**src/rtl/bit_bus_initiator.sv**
```systemverilog
// rtl/bit_bus_initiator.sv - 1-bit bus initiator with command FIFO, per-command timeout and in-order responses
module bit_bus_initiator #(
    parameter int CMD_DEPTH = 4,
    parameter int TIMEOUT   = 255
) (
    input  logic       clk,
    input  logic       reset,
    input  logic       cmd_valid,
    output logic       cmd_ready,
    input  logic       cmd_is_read,
    input  logic [2:0] cmd_addr,
    input  logic       cmd_wdata,
    output logic       rsp_valid,
    input  logic       rsp_ready,
    output logic       rsp_data,
    output logic       rsp_is_read,
    output logic       rsp_timeout,
    output logic [2:0] write_address,
    output logic       write_data,
    output logic       write_en,
    input  logic       write_rdy,
    output logic [2:0] read_address,
    output logic       read_en,
    input  logic       read_data,
    input  logic       read_rdy,
    output logic       busy
);
    localparam int PTR_W = $clog2(CMD_DEPTH);
    localparam logic [PTR_W-1:0] PTR_ONE = 1;
    localparam logic [PTR_W:0]   CNT_ONE = 1;
    localparam logic [PTR_W:0]   CNT_FULL = CMD_DEPTH;
    localparam logic [7:0]       TERM = 8'((TIMEOUT > 0) ? TIMEOUT - 1 : 0);

    typedef enum logic [1:0] {IDLE, WR_WAIT, RD_WAIT, RESP} state_t;
    state_t state, state_next;

    // FIFO entry layout: {is_read, addr[2:0], wdata}
    logic [4:0]       fifo_mem [CMD_DEPTH];
    logic [PTR_W-1:0] wr_ptr, rd_ptr;
    logic [PTR_W:0]   count;
    logic [4:0]       head;
    logic             full, empty, push, pop;
    logic [7:0]       timer;
    logic             in_wait, rdy, timed_out;

    assign full      = (count == CNT_FULL);
    assign empty     = (count == '0);
    assign cmd_ready = !full;
    assign push      = cmd_valid && !full;
    assign head      = fifo_mem[rd_ptr];
    assign busy      = !empty || (state != IDLE);
    assign rsp_valid = (state == RESP);
    assign write_en  = (state == WR_WAIT) && write_rdy && !reset;
    assign read_en   = (state == RD_WAIT) && read_rdy && !reset;
    assign in_wait   = (state == WR_WAIT) || (state == RD_WAIT);
    assign rdy       = (state == RD_WAIT) ? read_rdy : write_rdy;
    // A rdy arriving on the terminal count still wins over the timeout.
    assign timed_out = (TIMEOUT > 0) && !rdy && (timer == TERM);

    always_ff @(posedge clk) begin
        if (push) begin
            fifo_mem[wr_ptr] <= {cmd_is_read, cmd_addr, cmd_wdata};
        end
    end

    always_ff @(posedge clk) begin
        if (reset) begin
            wr_ptr <= '0;
            rd_ptr <= '0;
            count  <= '0;
        end else begin
            if (push) wr_ptr <= wr_ptr + PTR_ONE;
            if (pop)  rd_ptr <= rd_ptr + PTR_ONE;
            case ({push, pop})
                2'b10:   count <= count + CNT_ONE;
                2'b01:   count <= count - CNT_ONE;
                default: count <= count;
            endcase
        end
    end

    always_ff @(posedge clk) begin
        if (reset) state <= IDLE;
        else       state <= state_next;
    end

    always_comb begin
        state_next = state;
        pop        = 1'b0;
        case (state)
            IDLE: begin
                if (!empty) begin
                    pop        = 1'b1;
                    state_next = head[4] ? RD_WAIT : WR_WAIT;
                end
            end
            WR_WAIT, RD_WAIT: begin
                if (rdy || timed_out) state_next = RESP;
            end
            RESP: begin
                if (rsp_ready) begin
                    if (!empty) begin
                        pop        = 1'b1;
                        state_next = head[4] ? RD_WAIT : WR_WAIT;
                    end else begin
                        state_next = IDLE;
                    end
                end
            end
            default: state_next = IDLE;
        endcase
    end

    always_ff @(posedge clk) begin
        if (reset) begin
            write_address <= '0;
            write_data    <= 1'b0;
            read_address  <= '0;
            timer         <= '0;
            rsp_data      <= 1'b0;
            rsp_is_read   <= 1'b0;
            rsp_timeout   <= 1'b0;
        end else begin
            if (pop) begin
                timer <= '0;
                if (head[4]) begin
                    read_address <= head[3:1];
                end else begin
                    write_address <= head[3:1];
                    write_data    <= head[0];
                end
            end else if (in_wait && !rdy) begin
                timer <= timer + 8'd1;
            end
            if (in_wait && rdy) begin
                rsp_data    <= (state == RD_WAIT) && read_data;
                rsp_is_read <= (state == RD_WAIT);
                rsp_timeout <= 1'b0;
            end else if (in_wait && timed_out) begin
                rsp_data    <= 1'b0;
                rsp_is_read <= (state == RD_WAIT);
                rsp_timeout <= 1'b1;
            end
        end
    end
endmodule

```
**config.mk**
```make
export PLATFORM = sky130hd
export DESIGN_NAME = bit_bus_initiator
export DESIGN_NICKNAME = d
export VERILOG_FILES = /design/src/rtl/bit_bus_initiator.sv
export SDC_FILE = /design/constraint.sdc
export NUM_CORES = 1
export LEC_CHECK = 0
export BUFFER_PORTS_ARGS = -buffer_cell sky130_fd_sc_hd__buf_2
export CORE_MARGIN = 5
export CORE_UTILIZATION = 45
export CTS_CLUSTER_DIAMETER = 40
export DETAILED_ROUTE_END_ITERATION = 7
export SLEW_MARGIN = 20
export SYNTH_ARGS = -nofsm -noshare
export SYNTH_HDL_FRONTEND = slang
export SYNTH_SLANG_ARGS = --single-unit
```
**constraint.sdc**
```tcl
create_clock -name clk -period 4.6 [get_ports clk]
set_input_delay 0.92 -clock clk [delete_from_list [all_inputs] [get_ports clk]]
set_output_delay 0.92 -clock clk [all_outputs]
set_load 0.05 [all_outputs]
```
-- Word level (Yosys, flattened, before mapping)
Memory sizes are Yosys's and may differ from the RTL's. A register that Yosys moved wholly into a read port is not among the register bits.
Index checks and enable logic that the tools add are counted.
- bits in latches: 0
- flip-flop bits (word level): 27
- bits of input ports: 12
- output and inout bits: 15
- memory bits (read-only): 0
- logic and storage cells: 75
- memories kept: 1
- RAM bits: 20
- eq/ne operators: 10
- multiply operators: 0
- div/mod/pow operators: 0
- multiplexer cells: 19
- reduce and logical (&&, ||, !) cells: 28
- order comparisons: 0
- $add $sub $neg: 5
- bitwise gates (word level): 1
- shift-type cells: 0
- memories (name ; depth ; width ; rd ports ; clocked after Yosys merged registers in ; write ports ; RTL line ; text):
    fifo_mem ; 4 ; 5 ; 1 ; 1 ; 1 ; 38 ; logic [4:0] fifo_mem [CMD_DEPTH];
- operators with widths (cell ; count):
    2-bit two-way mux ; 7
    1-bit logical AND ; 10
    1-bit two-way mux ; 9
    8-bit by 1-bit adder with 8-bit output, second input constant ; 1
    8-bit == test, second input constant ; 1
    2-bit == test, second input constant ; 3
    2-bit one-hot mux with 3 select lines ; 1
    3-bit one-hot mux with 2 select lines ; 1
    2-bit nonzero test ; 3
    2-bit OR reduction ; 3
    2-bit by 1-bit adder with 2-bit output, second input constant ; 2
    2-bit by 1-bit == test with 1-bit output, second input constant ; 2
    1-bit zero test ; 4
    2-bit != test, second input constant ; 2
    2-bit AND reduction ; 2
    3-bit by 1-bit adder with 3-bit output, second input constant ; 1
    3-bit == test, second input constant ; 1
    3-bit zero test ; 1
    1-bit logical OR ; 3
    3-bit AND reduction ; 1
    3-bit by 1-bit subtractor with 3-bit output, second input constant ; 1
    2-bit zero test ; 1
    2-bit by 1-bit != test with 1-bit output, second input constant ; 1
    1-bit one-hot mux with 2 select lines ; 1
    1-bit inverter ; 1

-- Longest topological paths before layout
- word-level depth: 7
- gate-level depth with buffers: 10
- gate-level depth less buffers: 10

-- Worst setup path after synthesis
Ideal clock, no wire load.
- path type: input port to output port
- start point: input port reset
- end point: output port write_en
- data required time: 3.680 ns
- stages: 3
- data arrival time: 1.870 ns
- setup slack: 1.810 ns
- buffers on the path: 2
- cell sequence: clkbuf_8 > clkbuf_8 > nor2_1
- word-level cells in the longest chain between the ends: 2
- ends and longest elaborated chain (element ; RTL line ; text):
    from (decl) ; 7 ; input logic reset,
    1-bit zero test ; 53 ; assign write_en = (state == WR_WAIT) && write_rdy && !reset;
    1-bit logical AND ; 53 ;
    to (decl) ; 20 ; output logic write_en,
Every way passes these cells.

-- Final worst setup path
- start point: register state[0]
- end point: register count[2]
- word-level cells in the longest chain between the ends: 4
- elaborated cells on any way between the ends: 7
- those cells by class: eq/ne (3); mux (2); reduce/logical (2)
- ends and longest elaborated chain (element ; RTL line ; text):
    from (decl) ; 35 ; state_t state, state_next;
    from (signal assigned) ; 84 ; else state <= state_next;
    2-bit == test / 2-bit zero test (equally long branches) ; 90 ; case (state)
    1-bit one-hot mux with 2 select lines * ; 90 ;
    net pop ; 42 ; logic full, empty, push, pop;
    2-bit by 1-bit == test with 1-bit output / 2-bit == test (equally long branches) ; 74 ; case ({push, pop})
    3-bit one-hot mux with 2 select lines / 2-bit nonzero test (equally long branches) ; - ;
    to (signal assigned) ; 75 ; 2'b10: count <= count + CNT_ONE;
    to (signal assigned) ; 76 ; 2'b01: count <= count - CNT_ONE;
    to (signal assigned) ; 77 ; default: count <= count;
    to (decl) ; 40 ; logic [PTR_W:0] count;
The timed path passes the listed nets; every way through them passes the cells marked *.
A chain may end at the register's enable or synchronous reset.

==> results.cfg <==
[setup_path]
reg2regPathDepth = 9
worst-setup-path-type = reg -> reg
path_max_fanout = 15
cp-end-kind = flip-flop
worstSetupStartpointType = flip-flop
rrSetupSlack_ps = 1880
worstReg2RegEnd = count[2]
r2r-start = state[0]
crit_arrival_ps = 2940
critPathRequiredTime_ps = 4820

[layout]
mostFrequentLayoutCell = dfxtp_1
mostFrequentLayoutCells = 29 x dfxtp_1, 26 x buf_2, 24 x nor2_1
drive_gt1_frac = 0.187
area_growth_pct = 11.2
finish.utilization = 0.521
antenna_cells = 0
fin_cells = 281
finalNetCount = 238
fin_area_um2 = 2490

[synthesis]
avgSynthCellArea_um2 = 12.1
syn_area_um2 = 2240
yosys_warnings = 0
ys_seq_area_frac = 0.527
synthesis.instances = 185
ys_seq_elements = 49
synth_top_cell_area_share = 0.268
synth.largest_area_cell = edfxtp_1
synthesis.nets = 210
synth-edff-count = 20
ys_types = 43
synth_ff_type = dfxtp_1
async_flop_share = 0
yosys-top-cells-area = edfxtp_1 27%, dfxtp_1 26%, ha_1 6.7%

[job]
drv_cap = 0

[clocking]
root_buffer = clkbuf_8
cts_tree = built
cts_resized = 0
ctsHoldBuffers = 0
cts_buffers = 5
clk_path_buf_depth = 2
path_clk_slew_ps = 90
clock-sinks = 49
insertion_delay_ps = 300
cts_setup_buffers = 0
htreeDepth = 2

[grt]
grt_pass1_wl_um = 6570
grt_pass1_vias = 1403
grt_max_degree = 25
antenna_found_initial = 0
overflow = 0
grtUsageTotal = 0.133

[timing]
drv_slew = 0
min_period_ps = 2720
finClkSkew_ps = 8.82
rsz0062_at_grt = no
maxSlewHeadroom = 0.634
worst-slew-pin-transition_ps = 549
setup-violations-final = 0
hold_viol = 0
period_share = 0.592
tns_ps = 0
fmax_mhz = 367

[min_path]
min_path_type = reg -> reg
min_path_cells = 2
holdPathEnd = rsp_is_read
hp-start = rsp_is_read

[status]
status = finished, final reports clean

[floorplan]
rows = 25
dieArea_um2 = 6490
die_h_um = 80.6
fp.dieW_um = 80.6
start_util = 0.468
pin_count = 27
core_area_um2 = 4790

[detailed_routing]
drtPass1Iterations = 4
vias = 1432
totalWireLength_um = 3940
drc = 0
via_per_inst = 5.10
drtIter0Drc = 66
wl_per_cell_um = 14.0
drtAntennaViolNets = 0

[power_and_ir_drop]
power_density_nw_per_um2 = 567
ir_worst_vdd_uv = 275
leakage_nw = 0.940

[place]
place_inst = 273
port_buffers = 26
placed_area_um2 = 2410
gp_congestion = 0.800
place_hpwl_um = 2980
[metal layers]
metal | GRT usage | vias to the layer above | wire (um)
met2 | 0.246 | 25 | 2090
met3 | 0.0370 | 4 | 188
met1 | 0.144 | 691 | 1620
li1 | - | 712 | -
met4 | 0.0473 | 0 | 40
met5 | 0 | - | 0
[worst max-delay path, cell delays in order, from the launching register on]
cell and delay [ps]:
dfxtp_1 370, inv_1 100, ha_1 530, nor3_2 350, ha_1 230, inv_1 60
fa_1 370, xor2_1 170, or3_1 310, a21oi_1 160
[power breakdown]
group          switching (mW)  internal (mW)  total (mW)
logic                   0.372          0.214       0.586
clock network           0.137          0.108       0.246
registers              0.0568          0.526       0.582
[registers in the layout, indices dropped and copies added, names as in the netlist, named ones only]
register	cells
count	3
fifo_mem	20
rd_ptr	2
read_address	3
rsp_data	1
rsp_is_read	1
rsp_timeout	1
state	2
timer	8
wr_ptr	2
write_address	3
write_data	1
[area by class of cell]
| type | count | area, um^2 |
|---|---|---|
| multi-input cells | 118 | 963 |
| fillers | 424 | 2290 |
| repair buffers | 26 | 130 |
| clock buffers | 6 | 72.6 |
| inverters | 13 | 48.8 |
| clock inverters | 2 | 13.8 |
| flip-flops and latches | 49 | 1180 |
| well taps | 67 | 83.8 |
[Yosys cell counts, types with 2 or more instances]
| cell type | n |
|---|---|
| dfxtp_1 | 29 |
| nor2_1 | 24 |
| edfxtp_1 | 20 |
| inv_1 | 13 |
| ha_1 | 12 |
| mux2i_1 | 9 |
| xnor2_1 | 9 |
| nand2_1 | 8 |
| a21oi_1 | 6 |
| nand3_1 | 5 |
| and3_1 | 4 |
| mux4_1 | 4 |
| o21ai_0 | 4 |
| a221oi_1 | 2 |
| buf_2 | 2 |
| clkbuf_8 | 2 |
| nand2b_1 | 2 |
| nor3_1 | 2 |
| nor4_1 | 2 |
| or3_1 | 2 |
| xor2_1 | 2 |
[stage by stage]
stage	hold slack, ps	setup WS, ps	power [mW]
floorplan	467	1810	1.07
global placement	460	1970	1.16
detailed placement	467	1870	1.18
CTS	482	1840	1.43
global route	508	1660	1.51
finish	478	1880	1.41
[kinds of logic (layout without fill, tap and decap cells)]
kind of cell               Yosys count  count (layout)  synth area share
and+or+nand+nor                     59              59             0.148
buffers and inverters               18              47            0.0435
muxes                               15              15             0.102
DFF                                 49              49             0.527
xor gates and xnor gates            11              11            0.0430
adders and majority gates           13              13            0.0759
AOI/OAI and AO/OA                   20              20            0.0608
[worst max path at each step]
stage	start	end	slack (ps)	cells past startpoint
3_5_place_dp	rsp_ready	count[2]	1870	9
4_1_cts	state[0]	count[2]	1840	9
3_3_place_gp	rsp_ready	count[2]	1970	9
5_1_grt	state[0]	count[2]	1660	9
6_report	state[0]	count[2]	1880	9
2_1_floorplan	reset	write_en	1810	3
(Power assumes the default switching activity.)
